### src/rtl/mips32_pkg.sv
// Shared constants for the data-memory path: FSM encodings, segment base, port ids.
// Latency: n/a (declarations only).
// Backpressure: n/a.
package mips32_pkg;

  // Arbiter FSM encodings
  localparam logic [0:0] IDLE = 1'b0;
  localparam logic [0:0] RESP = 1'b1;

  // Virtual base of the 8 KB data segment
  localparam logic [31:0] SEG_BASE_DEFAULT = 32'h1001_0000;

  // Requester identities (also the index into req/gnt/rvalid)
  localparam logic PORT_CPU = 1'b0;
  localparam logic PORT_DMA = 1'b1;

  // Saturation ceiling of the contention counter
  localparam logic [15:0] CNT_MAX = 16'hFFFF;

endpackage

### src/rtl/dmem_arbiter_seg_decoder.sv
// Maps a virtual byte address onto a physical word address inside the data segment.
// Latency: combinational.
// Backpressure: none; pure function of the input address.
module seg_decoder
  import mips32_pkg::*;
#(
  parameter logic [31:0] SEG_BASE  = SEG_BASE_DEFAULT,
  parameter int          SEG_WORDS = 2048,
  parameter int          AW        = 11
) (
  input  logic [31:0]   virt,
  output logic [AW-1:0] phys,
  output logic          invalid
);

  localparam logic [31:0] SEG_BYTES = 32'(SEG_WORDS * 4);

  logic [31:0] offset;

  // Unsigned subtraction: addresses below the base wrap to huge offsets and fail the range test
  assign offset  = virt - SEG_BASE;
  assign phys    = offset[AW+1:2];
  assign invalid = (offset >= SEG_BYTES) || (virt[1:0] != 2'b00);

endmodule

### src/rtl/dmem_arbiter.sv
// Round-robin arbiter sharing the single-ported data RAM between the CPU (port 0) and DMA (port 1).
// Latency: gnt and strobes combinational from req in IDLE; rvalid/rdata one cycle later.
// Backpressure: a losing or busy port keeps req high until its gnt; one transaction per two cycles.
module dmem_arbiter
  import mips32_pkg::*;
#(
  parameter logic [31:0] SEG_BASE  = SEG_BASE_DEFAULT,
  parameter int          SEG_WORDS = 2048,
  parameter int          AW        = 11
) (
  input  logic          clk,
  input  logic          rst,
  input  logic [1:0]    req,
  input  logic [1:0]    we,
  input  logic [31:0]   addr0,
  input  logic [31:0]   addr1,
  input  logic [31:0]   wdata0,
  input  logic [31:0]   wdata1,
  output logic [1:0]    gnt,
  output logic [1:0]    rvalid,
  output logic [1:0]    err,
  output logic [31:0]   rdata,
  output logic [AW-1:0] mem_addr,
  output logic [31:0]   mem_din,
  output logic          mem_str,
  output logic          mem_ld,
  input  logic [31:0]   mem_dout,
  output logic [15:0]   conflict_cnt
);

  logic [0:0]    state;
  logic          last;
  logic          respPort;
  logic          respFault;
  logic          respLoad;
  logic [15:0]   cnt;

  logic          selPort;
  logic [31:0]   selAddr;
  logic [31:0]   selWdata;
  logic          selWe;
  logic [AW-1:0] selPhys;
  logic          selInvalid;
  logic          grantNow;
  logic          respNow;
  logic          denied;

  // Pick the winner: on a tie the port that did not win last time, otherwise the lone requester
  always_comb begin
    selPort = PORT_CPU;
    case (req)
      2'b11:   selPort = ~last;
      2'b10:   selPort = PORT_DMA;
      default: selPort = PORT_CPU;
    endcase
    selAddr  = (selPort == PORT_DMA) ? addr1 : addr0;
    selWdata = (selPort == PORT_DMA) ? wdata1 : wdata0;
    selWe    = we[selPort];
  end

  seg_decoder #(
    .SEG_BASE  (SEG_BASE),
    .SEG_WORDS (SEG_WORDS),
    .AW        (AW)
  ) uDecoder (
    .virt    (selAddr),
    .phys    (selPhys),
    .invalid (selInvalid)
  );

  // Reset masks every output so an aborted transaction never shows a grant or response
  assign grantNow = !rst && (state == IDLE) && (req != 2'b00);
  assign respNow  = !rst && (state == RESP);

  // Grant-cycle outputs: one-hot grant plus the RAM strobes for an in-segment access
  always_comb begin
    gnt      = 2'b00;
    mem_str  = 1'b0;
    mem_ld   = 1'b0;
    mem_addr = '0;
    mem_din  = '0;
    if (grantNow) begin
      gnt      = (selPort == PORT_DMA) ? 2'b10 : 2'b01;
      mem_addr = selPhys;
      if (!selInvalid) begin
        mem_str = selWe;
        mem_ld  = !selWe;
        mem_din = selWe ? selWdata : 32'h0;
      end
    end
  end

  // Response-cycle outputs: pulse rvalid to the owner, forward RAM data only for a good load
  always_comb begin
    rvalid = 2'b00;
    err    = 2'b00;
    rdata  = 32'h0;
    if (respNow) begin
      rvalid = (respPort == PORT_DMA) ? 2'b10 : 2'b01;
      err    = respFault ? rvalid : 2'b00;
      rdata  = (respLoad && !respFault) ? mem_dout : 32'h0;
    end
  end

  assign denied       = ((req & ~gnt) != 2'b00);
  assign conflict_cnt = rst ? 16'h0 : cnt;

  // Two-state transaction FSM; the grant cycle records who owns the response and its outcome
  always_ff @(posedge clk) begin
    if (rst) begin
      state     <= IDLE;
      last      <= PORT_DMA;
      respPort  <= PORT_CPU;
      respFault <= 1'b0;
      respLoad  <= 1'b0;
    end else begin
      case (state)
        IDLE: begin
          if (req != 2'b00) begin
            state     <= RESP;
            last      <= selPort;
            respPort  <= selPort;
            respFault <= selInvalid;
            respLoad  <= !selWe;
          end
        end
        default: state <= IDLE;
      endcase
    end
  end

  // Count cycles where some requesting port went without a grant, sticking at the ceiling
  always_ff @(posedge clk) begin
    if (rst) begin
      cnt <= 16'h0;
    end else if (denied && (cnt != CNT_MAX)) begin
      cnt <= cnt + 16'h1;
    end
  end

endmodule

### config.mk
export PLATFORM = sky130hd
export DESIGN_NAME = dmem_arbiter
export DESIGN_NICKNAME = d
export VERILOG_FILES = /design/src/rtl/mips32_pkg.sv /design/src/rtl/dmem_arbiter_seg_decoder.sv /design/src/rtl/dmem_arbiter.sv
export SDC_FILE = /design/constraint.sdc
export NUM_CORES = 1
export LEC_CHECK = 0
export ABC_AREA = 1
export CORE_AREA = 2 2 102 104
export DETAILED_ROUTE_END_ITERATION = 10
export DIE_AREA = 0 0 104 106
export PLACE_DENSITY = 0.82
export SLEW_MARGIN = 20
export SYNTH_ARGS = -nofsm -noshare
export SYNTH_HDL_FRONTEND = slang
export SYNTH_HIERARCHICAL = 1
export SYNTH_SLANG_ARGS = --single-unit
### constraint.sdc
create_clock -name clk -period 4.5 [get_ports clk]
set_input_delay 1.125 -clock clk [delete_from_list [all_inputs] [get_ports clk]]
set_output_delay 1.125 -clock clk [all_outputs]
set_load 0.03 [all_outputs]
[After elaboration in Yosys (flattened, before gate mapping)]
Index checks and enable logic that the tools add are counted.
Word-level totals
  register bits: 21
  bits of input ports: 166
  output and inout port bits: 99
  logic and storage cells: 54
Cells by class
  add/sub/neg operators: 2
  $lt $le $gt $ge: 2
  eq/ne operators: 3
  multiplexer cells: 23
  bitwise logic cells: 4
  reduce and logical (&&, ||, !) cells: 14
Operator list (number)
  two-way mux 32 bit: 7
  >= comparator 32 x 14 -> 1 bit (second input constant): 1
  subtractor 32 x 29 -> 32 bit (second input constant): 1
  adder 16 x 1 -> 16 bit (second input constant): 1
  two-way mux 16 bit: 1
  inequality test 16 bit (second input constant): 1
  two-way mux 2 bit: 6
  two-way mux 11 bit: 1
  two-way mux 1 bit: 7
  nonzero test 2 bit: 3
  logical AND 1 bit: 5
  equality test 2 bit (second input constant): 2
  logical NOT 1 bit: 3
  AND 2 bit: 1
  less-than comparator 1 x 2 -> 1 bit (second input constant): 1
  NOT 1 bit: 2
  NOT 2 bit: 1
  case mux 1 bit (2 select lines): 1
  AND reduction 2 bit: 1
  OR reduction 2 bit: 1
  logical OR 1 bit: 1

[Logic depth before layout (Yosys ltp)]
Gate-level depths: netlist of the first run.
  depth in word-level cells: 8
  depth in mapped cells: 19

[Cells and area by module]
The synthesis of the first run kept the hierarchy.
By module, submodules not included
  dmem_arbiter: instances 1, cells each 503, area an instance 2541.2 um^2, seq. area each 420.4 um^2
  seg_decoder: instances 1, cells each 82, area an instance 392.9 um^2, seq. area each 0.0 um^2

[Worst setup path before layout of the first run]
OpenSTA, ideal clock, no wires.
  path kind: input port to output port
  start: input port req[0]
  end: output port mem_din[22]
  arrival: 3.391 ns
  data required time: 3.375 ns
  slack: -0.016 ns
  stages on the path: 18
  buffers on the path: 3
  path through: nand2_1 -> nand2_1 -> inv_1 -> buf_2 -> buf_1 -> nand2_1 -> nand2_1 -> nand2_1 -> nor2_1 -> nand2_1 -> nor2_1 -> nand3_1 -> nor2_1 -> nand2_1 -> inv_1 -> nand3_1 -> buf_2 -> a21oi_1
On the way
  word-level cells in the longest chain between the ends: 8
  elaborated cells on any way between the ends: 16
Ends and longest elaborated chain
  start: declaration: line dmem_arbiter.sv:13  | input logic [1:0] req,
  equality test 2 bit: line dmem_arbiter.sv:51  | case (req)
  case mux 1 bit (2 select lines) *: line dmem_arbiter.sv:51
  two-way mux 32 bit *: line dmem_arbiter.sv:56  | selAddr = (selPort == PORT_DMA) ? addr1 : addr0;
  named net selAddr[28]: line dmem_arbiter.sv:39  | logic [31:0] selAddr;
  subtractor 32 x 29 -> 32 bit *: line dmem_arbiter_seg_decoder.sv:21  | assign offset = virt - SEG_BASE;
  >= comparator 32 x 14 -> 1 bit *: line dmem_arbiter_seg_decoder.sv:23  | assign invalid = (offset >= SEG_BYTES) || (virt[1:0] != 2'b00);
  logical OR 1 bit *: line dmem_arbiter_seg_decoder.sv:23
  named net selInvalid: line dmem_arbiter.sv:43  | logic selInvalid;
  two-way mux 32 bit *: line dmem_arbiter.sv:85  | if (!selInvalid) begin
  two-way mux 32 bit *: line dmem_arbiter.sv:82  | if (grantNow) begin
  end: declaration: line dmem_arbiter.sv:24  | output logic [31:0] mem_din,
Mark *: on every way through the listed nets, which the timed path passes. The rest lies on a longest branch. The select of a mux whose other input is x is not followed.

[Worst setup path after layout of the first run]
  start: input port req[0]
  end: output port mem_din[12]
Same word-level chain as after synthesis.

==> results by group, run 1 <==
Power
  • Sw frac: 36.06%
  • Sequential share of power: 27.1%
  • Power share of the combinational group: 55.7%
  • Net load switching power: 0.2652 mW
  • Max IR drop VDD: 0.00008452 V
  • Lkg Pwr: 2.665 nW
  • Pwr/cell area: 125.4 mW/mm²
  • P_int: 0.4701 mW
  • Clk pwr share: 17.2%

Placement
  • DP Area: 0.005553 mm²
  • Gpl congestion: 0.9044
  • Detailed Place HPWL: 10.85 mm
  • PortBufs: 264

Floorplan
  • Starting density of the core: 29.34%
  • Die X: 104 µm
  • CORE AREA: 0.01000 mm²
  • Die height: 106 µm
  • Ports: 265
  • Die ar.: 0.01102 mm²
  • Rows: 37

Worst setup path
  • R2R Setup Slk: 2.48 ns
  • CP Data Arrival Time: 3.25 ns
  • Worst-path fanout max: 27
  • Worst reg-to-reg path cell count: 16
  • Worst reg2reg path endpoint: respFault
  • WP data required: 3.38 ns
  • Critical Path End Type: output pin
  • R2r startpoint: last
  • Crit path kind: primary input to output pin
  • Setup crit start kind: primary input

Yosys
  • Syn Inst Count: 585
  • Synth Area in Simple Gates: 58.34%
  • Combinational family with the most area after synthesis: simple AND/OR/NAND/NOR gates
  • Synth Register Bits: 21
  • Synthesized-area fraction occupied by adder cells: 0.4264%
  • Area leader, netlist: nand2_1
  • Syn_area_per_cell: 5.015 µm²
  • Synth Warn #: 6
  • Post-synthesis mux area share: 0%
  • Largest cells by area after synthesis: nand2_1 32%, dfxtp_1 14%, nor3b_1 8.2%, nor2_1 8.1%, a21oi_1 7.8%
  • Netlist cell types: 27
  • Mapped cell area: 0.002934 mm²
  • Sequential fraction of the synthesis area: 14.33%
  • Syn_nets: 752
  • Synth top area share: 32.24%
  • Post-Synth XOR/XNOR Area: 1.493%
  • Synth Area in Compound Gates: 10.02%

Detailed routing
  • Drt drc: 0
  • Drt total wl: 13.57 mm
  • Via-to-Cell Ratio: 4.639
  • ANT nets after route: 0
  • Via count: 4532
  • Wire per inst: 13.89 µm
  • Initial drt markers: 206
  • Drt pass-1 iters: 6

STA
  • Final worst path period share: 97.13%
  • Worst slew margin: 33.75%
  • Fin Clk Skew: 0.003210 ns
  • Worst hold slack: 0.4992 ns
  • Fmax: 228.8 MHz
  • Final min period: 4.371 ns
  • Endpoints failing setup: 0
  • Final hold vios: 0
  • Max Slew Vio Count: 0
  • Worst-Margin Slew: 0.9913 ns

Global routing
  • Initial antenna violation count: 4
  • Global Route Usage Sum: 22.50%
  • Total gr overflow: 0
  • Vias in the first global route: 4034
  • Pin count of the biggest net entering global routing: 42
  • First-pass GRT wire length: 20.02 mm

Hold path
  • WHS Endpoint: cnt[15]
  • Hold Crit Start: cnt[15]
  • WHS Path Cells: 2
  • Worst Hold Class: register to register

Layout
  • Final instance area: 0.005864 mm²
  • Most frequent cells in the layout: 244 x nand2_1, 181 x clkdlybuf4s50_1, 94 x buf_4
  • Final #Nets: 1005
  • Area grow syn2layout: 99.87%
  • Most common cell after layout, fill and taps aside: nand2_1
  • Layout cells sized above 1: 19.12%
  • Fin util: 58.65%

Job
  • Max cap viols: 0

Clocking
  • Clock transition at path regs: 0.08 ns
  • CTS tree: yes
  • Clock sinks: 21
  • Num CTS Buffers: 3
  • Clock root cell: clkbuf_8
  • H-tree Lvls: 1
  • Skew-Pair Late Insertion Delay: 0.27 ns
  • Clock buffer depth: 2

Status
  • Status: complete, no violations
==> kinds of logic (layout without fill, tap and decap cells) <==
group,after synthesis,in the layout
DFF,21,21
other,0,4
buffers and inverters,104,356
adders and majority gates,1,1
AOI/OAI and AO/OA,57,57
xor gates and xnor gates,5,5
and+or+nand+nor,397,397
==> synthesized netlist by cell type <==
| cell | count |
|---|---|
| nand2_1 | 252 |
| nor2_1 | 63 |
| inv_1 | 60 |
| a21oi_1 | 46 |
| nor3b_1 | 32 |
| nand3_1 | 25 |
| dfxtp_1 | 21 |
| buf_4 | 13 |
| clkbuf_1 | 13 |
| buf_2 | 10 |
| nand4_1 | 8 |
| o21ai_0 | 8 |
| buf_1 | 6 |
| nor2_2 | 6 |
| nor3_1 | 4 |
| xor2_1 | 4 |
| nand2_2 | 3 |
| inv_2 | 2 |
| a21oi_2 | 1 |
| ha_1 | 1 |
| nand3b_1 | 1 |
| nand4_2 | 1 |
| nor2_4 | 1 |
| o211ai_1 | 1 |
| o31ai_1 | 1 |
| or2_1 | 1 |
| xnor2_1 | 1 |
==> worst max path at each step <==
| stage | slack, ns | cells past startpoint | startpoint | end |
|---|---|---|---|---|
| after global routing | -0.001 | 19 | req[0] | mem_din[12] |
| after global placement | -0.34 | 19 | req[0] | mem_din[27] |
| final | 0.13 | 18 | req[0] | mem_din[12] |
| after floorplan | -0.02 | 18 | req[0] | mem_din[22] |
| after CTS | 0.01 | 19 | req[0] | mem_din[27] |
| after detailed placement | -0.37 | 19 | req[0] | mem_din[27] |
==> registers in the layout (all words and copies together) (netlist names) <==
name / count
respFault: 1
state: 1
cnt: 16
respPort: 1
last: 1
respLoad: 1
==> metrics by stage <==
stage	std cells	power [mW]	worst slack [ns]	setup TNS [ns]
6_report	977	0.7353	0.1294	0
5_1_grt	977	0.7888	-0.001333	-0.001333
4_1_cts	968	0.7248	0.01455	0
3_5_place_dp	963	0.5958	-0.3704	-8.999
3_3_place_gp	963	0.5953	-0.3383	-8.036
2_1_floorplan	585	0.3920	-0.01583	-0.4567
==> layer usage <==
layer  GRT usage, %  up-vias  wire, µm
met5              0        -         0
met4          7.529        0       381
met3          3.863       23       821
met2          43.14      181      7300
met1          24.98     2014      5063
li1               -     2314         -
==> what timing repair did <==
| item | CTS | global route |
|---|---|---|
| buffers inserted | 0 | 3 |
| gates resized for setup | 16 | 43 |
| cloned | 1 | 2 |
| setup endpoints to repair | 34 | 34 |
| pin swaps | 0 | 10 |
| hold buffers | 0 | 0 |
==> cell type report <==
class	instances	area, µm²
inverters	62	235.2
diodes	4	10.01
clock inverters	1	5.005
clock buffers	3	41.29
well taps	136	170.2
fillers	982	4135
repair buffers	290	2778
multi-input cells	460	2205
flip-flops and latches	21	420.4
==> power groups by stage <==
| stage | logic (mW) | clock network (mW) | registers (mW) |
|---|---|---|---|
| floorplan | 0.191 | 0 | 0.201 |
| global placement | 0.392 | 0 | 0.203 |
| detailed placement | 0.393 | 0 | 0.203 |
| CTS | 0.397 | 0.129 | 0.198 |
| global route | 0.448 | 0.141 | 0.200 |
| finish | 0.410 | 0.127 | 0.199 |
==> critical path, stage by stage <==
cell and delay [ns]:
buf_4 0.13, nand2_4 0.07, nand2_4 0.07, buf_12 0.16, nand2_1 0.06, nand2_1 0.07, or2_1 0.24, nor2_2 0.13
nand2_1 0.06, nand2_1 0.05, nand3_1 0.07, nor2_1 0.10, nand2_1 0.10, inv_2 0.09, nand3_4 0.16, clkbuf_16 0.22
a21oi_1 0.13, buf_4 0.18
Power figures use the tool's default switching activity.
==> run 2: changes to the inputs <==
--- a/config.mk
+++ b/config.mk
@@ -9,6 +9,7 @@
 export CORE_AREA = 2 2 102 104
 export DETAILED_ROUTE_END_ITERATION = 10
 export DIE_AREA = 0 0 104 106
+export GPL_ROUTABILITY_DRIVEN = 0
 export PLACE_DENSITY = 0.82
 export SLEW_MARGIN = 20
 export SYNTH_ARGS = -nofsm -noshare
==> results of run 2 <==
Same layout as run 1: the final DEF is identical, and so are final timing and power.
==> RTL edit 1 (flow settings as in run 1) <==
`AW` is set to 11 in 2 places; all go to 12.
--- a/src/rtl/dmem_arbiter_seg_decoder.sv
+++ b/src/rtl/dmem_arbiter_seg_decoder.sv
@@ -7,5 +7,5 @@
   parameter logic [31:0] SEG_BASE  = SEG_BASE_DEFAULT,
   parameter int          SEG_WORDS = 2048,
-  parameter int          AW        = 11
+  parameter int          AW        = 12
 ) (
   input  logic [31:0]   virt,
--- a/src/rtl/dmem_arbiter.sv
+++ b/src/rtl/dmem_arbiter.sv
@@ -7,5 +7,5 @@
   parameter logic [31:0] SEG_BASE  = SEG_BASE_DEFAULT,
   parameter int          SEG_WORDS = 2048,
-  parameter int          AW        = 11
+  parameter int          AW        = 12
 ) (
   input  logic          clk,
Ports: changed (resized mem_addr); port bits go from 265 to 266. No check against the original RTL was run, so the function may have changed too.
==> RTL edit 1 against run 1 <==
- wire length is 5.8% lower
- fmax fell by 1.3%
- design area increased by 3.3%
- worst setup slack worse by 59 ps
- critical endpoint is now mem_din[31]
- total power is 3.7% higher
- sequential cell count stayed put
- synthesized area up 2.0%
- first-iteration DRC count is 31% lower
- cell count is 0.51% higher
- clock skew about the same
- non-clock buffer count rose by 8
==> RTL edit 1: results (changes against run 1) <==
| Metric | Value |
|---|---|
| Routed wl met2 | `6743 um (-7.6%)` |
| First-pass GRT wire length | `18990 um (-5.2%)` |
| Leading post-synthesis cells by cell area | `nand2_1 30%, dfxtp_1 14%, inv_1 8.0%, nor3b_1 8.0%, nor2_1 7.9%` |
| Wire per inst | `13.01 um (-6.3%)` |
| Non-filler instance count after layout | `982 (+0.51%)` |
| Slew HR | `33.14% (-0.61 points)` |
| Origin of the worst min-delay path | `cnt[6]$_SDFFE_PP0P_` |
| Non-clock buffers | `298 (+2.8%)` |
| Switch Pwr | `277.7 uW (+4.7%)` |
| Worst endpoint data arrival time | `3310 ps (+60 ps)` |
| Sequential portion of the cell area | `6.938% (-0.23 points)` |
| M1 WL | `5202 um (+2.7%)` |
| CP max-delay cell | `clkdlybuf4s50_1` |
| Worst setup path startpoint | `addr1[21]` |
| Post-layout net count | `1014 (+0.90%)` |
| Combinational power share | `57.2% (+1.5 points)` |
| Layout cell share with drive strength beyond 1 | `21.51% (+2.4 points)` |
| Post-synthesis cell count | `587 (+0.34%)` |
| I/O Buffers | `265 (+0.38%)` |
| Placed inst area | `0.005583 sq mm (+0.54%)` |
| Inverters | `65 (+4.8%)` |
| Critical path fanouts, max | `8 (-70%)` |
| Pre-CTS setup slack | `-295.0 ps (+75.45 ps)` |
| Area share of buffers outside the clock network | `47.66% (+0.29 points)` |
| Initial antenna violation count | `0 (-4)` |
| DR iter-0 viols | `143 (-31%)` |
| Multi-input logic portion of the cell area | `37.68% (+0.090 points)` |
| Syn nets | `754 (+0.27%)` |
| RePlAce Congestion | `0.9299 (+2.8%)` |
| Clk tree area frac | `0.7640% (-0.025 points)` |
| Vias/cell | `4.552 (-1.9%)` |
| Placed insts | `967 (+0.42%)` |
| Dpl hpwl | `9658 um (-11%)` |
| Diode count | `0 (-4)` |
| Seq_cells | `21 (unchanged)` |
| GR Util All Layers | `20.31% (-2.2 points)` |
| Status | `completed` |
| DR WL met3 | `681 um (-17%)` |
| P_leak | `0.002772 uW (+4.0%)` |
| Seq/Total Area, Yosys | `14.05% (-0.28 points)` |
| Commonest cells in the netlist | `242 x nand2_1, 64 x inv_1, 63 x nor2_1` |
| Clock Skew | `2.822 ps (-0.3881 ps)` |
| Synth cell types | `30 (+11%)` |
| DR pass1 iterations | `4 (-2)` |
| Worst vdd ir | `0.1016 mV (+20%)` |
## RTL edit 1: cell count changes after synthesis, sizes merged
cell / change
nand4: -1
buf: -1
nand2: -5
nor2: +1
clkbuf: +2
nand3: +3
inv: +3
## RTL edit 1: final timing paths
check | slack, ps | depth (start not counted) | endpoint
setup / recovery | 70 | 15 | mem_din[31]
hold / removal | 510 | 2 | cnt[6]$_SDFFE_PP0P_
setup reg to reg | 2400 | 10 | cnt[7]$_SDFFE_PP0P_
hold reg to reg | 510 | 2 | cnt[6]$_SDFFE_PP0P_
## RTL edit 1: layer usage
| layer | global-route usage [%] | vias to the layer above |
|---|---|---|
| met5 | 0 | - |
| met4 | 2.992 | 0 |
| met3 | 3.433 | 17 |
| met2 | 37.83 | 140 |
| met1 | 24.94 | 1989 |
| li1 | - | 2324 |
## RTL edit 1: kinds of logic after synthesis
group,after synthesis,synth area share (%)
AO/OA/AOI/OAI,57,9.825
XOR/XNOR,5,1.463
AND/OR/NAND/NOR,395,58.15
buffers and inverters,108,16.10
adder cells (fa/ha/maj),1,0.4180
flip-flops,21,14.05
## RTL edit 1: power groups by stage
stage          Combinational, uW  Clock [uW]  Sequential (uW)
5_1_grt                      475         140              200
3_5_place_dp                 397           0              203
3_3_place_gp                 394           0              203
6_report                     436         127              199
2_1_floorplan                199           0              201
4_1_cts                      402         130              199
## RTL edit 1: timing repair
action	4_1_cts	5_1_grt
hold endpoints to repair	0	0
gates resized for setup	12	57
pin swaps	3	16
setup buffers	1	3
gates cloned	1	7
setup endpoints to repair	33	33
hold buffers	0	0
## RTL edit 1: worst min-delay path, delay by kind of cell, from the launching register on
kind             cells  cell delay, ps
flip-flops           1             350
AND/OR/NAND/NOR      1              70
AO/OA/AOI/OAI        1              50
==> RTL edit 2 (settings of run 1) <==
Made on the original files. Make the reset (`rst`) asynchronous in 2 clocked blocks.
--- a/src/rtl/dmem_arbiter.sv
+++ b/src/rtl/dmem_arbiter.sv
@@ -107,5 +107,5 @@
 
   // Two-state transaction FSM; the grant cycle records who owns the response and its outcome
-  always_ff @(posedge clk) begin
+  always_ff @(posedge clk or posedge rst) begin
     if (rst) begin
       state     <= IDLE;
@@ -131,5 +131,5 @@
 
   // Count cycles where some requesting port went without a grant, sticking at the ceiling
-  always_ff @(posedge clk) begin
+  always_ff @(posedge clk or posedge rst) begin
     if (rst) begin
       cnt <= 16'h0;
Behaviour: no difference found for any inputs over 10 cycles, from zero or initial values and one cycle with rst high; that may be too few to reach the edited logic, so the function may still have changed.
==> RTL edit 2 against run 1 <==
- the flow now finishes with violations (setup timing)
- combinational power is 66% higher
- worst setup slack worse by 430 ps
- critical path type unchanged
- sequential power is 32% higher
- design area is 11% higher
- sequential cell count stayed put
- synthesized area is 3.6% higher
- largest power group unchanged
- clock skew is 0.95 ps higher
- wire length is 11% higher
- total power is 46% higher
==> RTL edit 2: results (changes against run 1) <==
| Metric | Value |
|---|---|
| Status | `finished, violations left` |
| Failing checks | `setup timing` |
| Post-synthesis cell count | `578 (-1.2%)` |
| Setup TNS | `-9193 ps (-9193 ps)` |
| Syn nets | `745 (-0.93%)` |
| Synth cell types | `30 (+11%)` |
| Clock Skew | `4.160 ps (+0.9494 ps)` |
| Vias in the first global route | `4326 (+7.2%)` |
| P_leak | `0.003060 uW (+15%)` |
| Final Power | `1072 uW (+46%)` |
| Post-layout net count | `1014 (+0.90%)` |
| Critical path fanouts, max | `8 (-70%)` |
| Compound-gate portion of the synthesized area | `6.587% (-3.4 points)` |
| Post-Route WL | `15060 um (+11%)` |
| Ys flop type | `dfrtp_1` |
| Initial antenna violation count | `0 (-4)` |
| GR Util All Layers | `23.98% (+1.5 points)` |
| Fraction of synthesis flops using an asynchronous set or reset pin | `100.0% (+100 points)` |
| Commonest cells in the netlist | `276 x nand2_1, 59 x nor2_1, 54 x inv_1` |
| Worst setup margin | `-297.3 ps (-426.7 ps)` |
| First-pass GRT wire length | `21650 um (+8.1%)` |
| Slew HR | `33.55% (-0.20 points)` |
| Final setup vio count | `34 (+34)` |
| Synth Area in Adders | `0.4117% (-0.015 points)` |
| Combinational power | `681 uW (+66%)` |
| Diode count | `0 (-4)` |
| R2r endpoint | `respFault$_DFFE_PP0P_` |
## RTL edit 2: cell types whose count changed after synthesis, sizes merged, moves of 5 or more
cell,run 1,this run
dfrtp,0,20
inv,62,57
nand3,25,19
dfxtp,21,0
nor2,70,65
a21oi,47,35
nand2,255,279
## RTL edit 2: cell families (layout without fill, tap and decap cells)
family | after synthesis | in the layout
adders and majority gates | 1 | 1
AOI/OAI and AO/OA | 40 | 40
buffers and inverters | 98 | 366
and+or+nand+nor | 409 | 409
xor gates and xnor gates | 9 | 9
DFF | 21 | 21
## RTL edit 2: how the worst max path moves through the flow
stage | cells after the start | slack [ps] | to
after floorplan | 18 | 7 | mem_din[22]
after global placement | 18 | -260 | mem_din[11]
after detailed placement | 19 | -370 | mem_din[24]
after CTS | 20 | 20 | mem_ld
after global routing | 21 | -320 | mem_din[21]
final | 17 | -300 | mem_din[31]
## RTL edit 2: repair_timing
action | in CTS | in global routing
setup endpoints to repair | 34 | 34
resized for setup | 73 | 68
hold buffers | 0 | 0
setup buffers | 6 | 5
gates cloned | 5 | 2
pin swaps | 8 | 26
## RTL edit 2: layout make-up
cell class	count	area (sq um)
repair buffers	305	3077
well taps	136	170.2
flip-flops and latches	21	526.8
inverters	57	221.5
clock buffers	4	45.04
multi-input cells	459	2486
fillers	828	3473
## RTL edit 2: per-layer routing
metal / up-vias / wire length, um
met3: 51 / 1169
met1: 2060 / 5852
met2: 259 / 7447
li1: 2300 / -
met5: - / 0
met4: 0 / 594
## RTL edit 2: worst max-delay path, cell delays in order
cell and delay (ps):
clkdlybuf4s50_1 440, nand2_1 150, nand2_4 80, nor2_4 160, nand2_2 100, nor2_1 180, nand2_1 90, nand2_1 70
nand3_1 90, nor2_1 170, nand2_1 130, inv_2 110, nand4_4 140, buf_12 180, buf_16 150, a21oi_4 130
buf_6 150
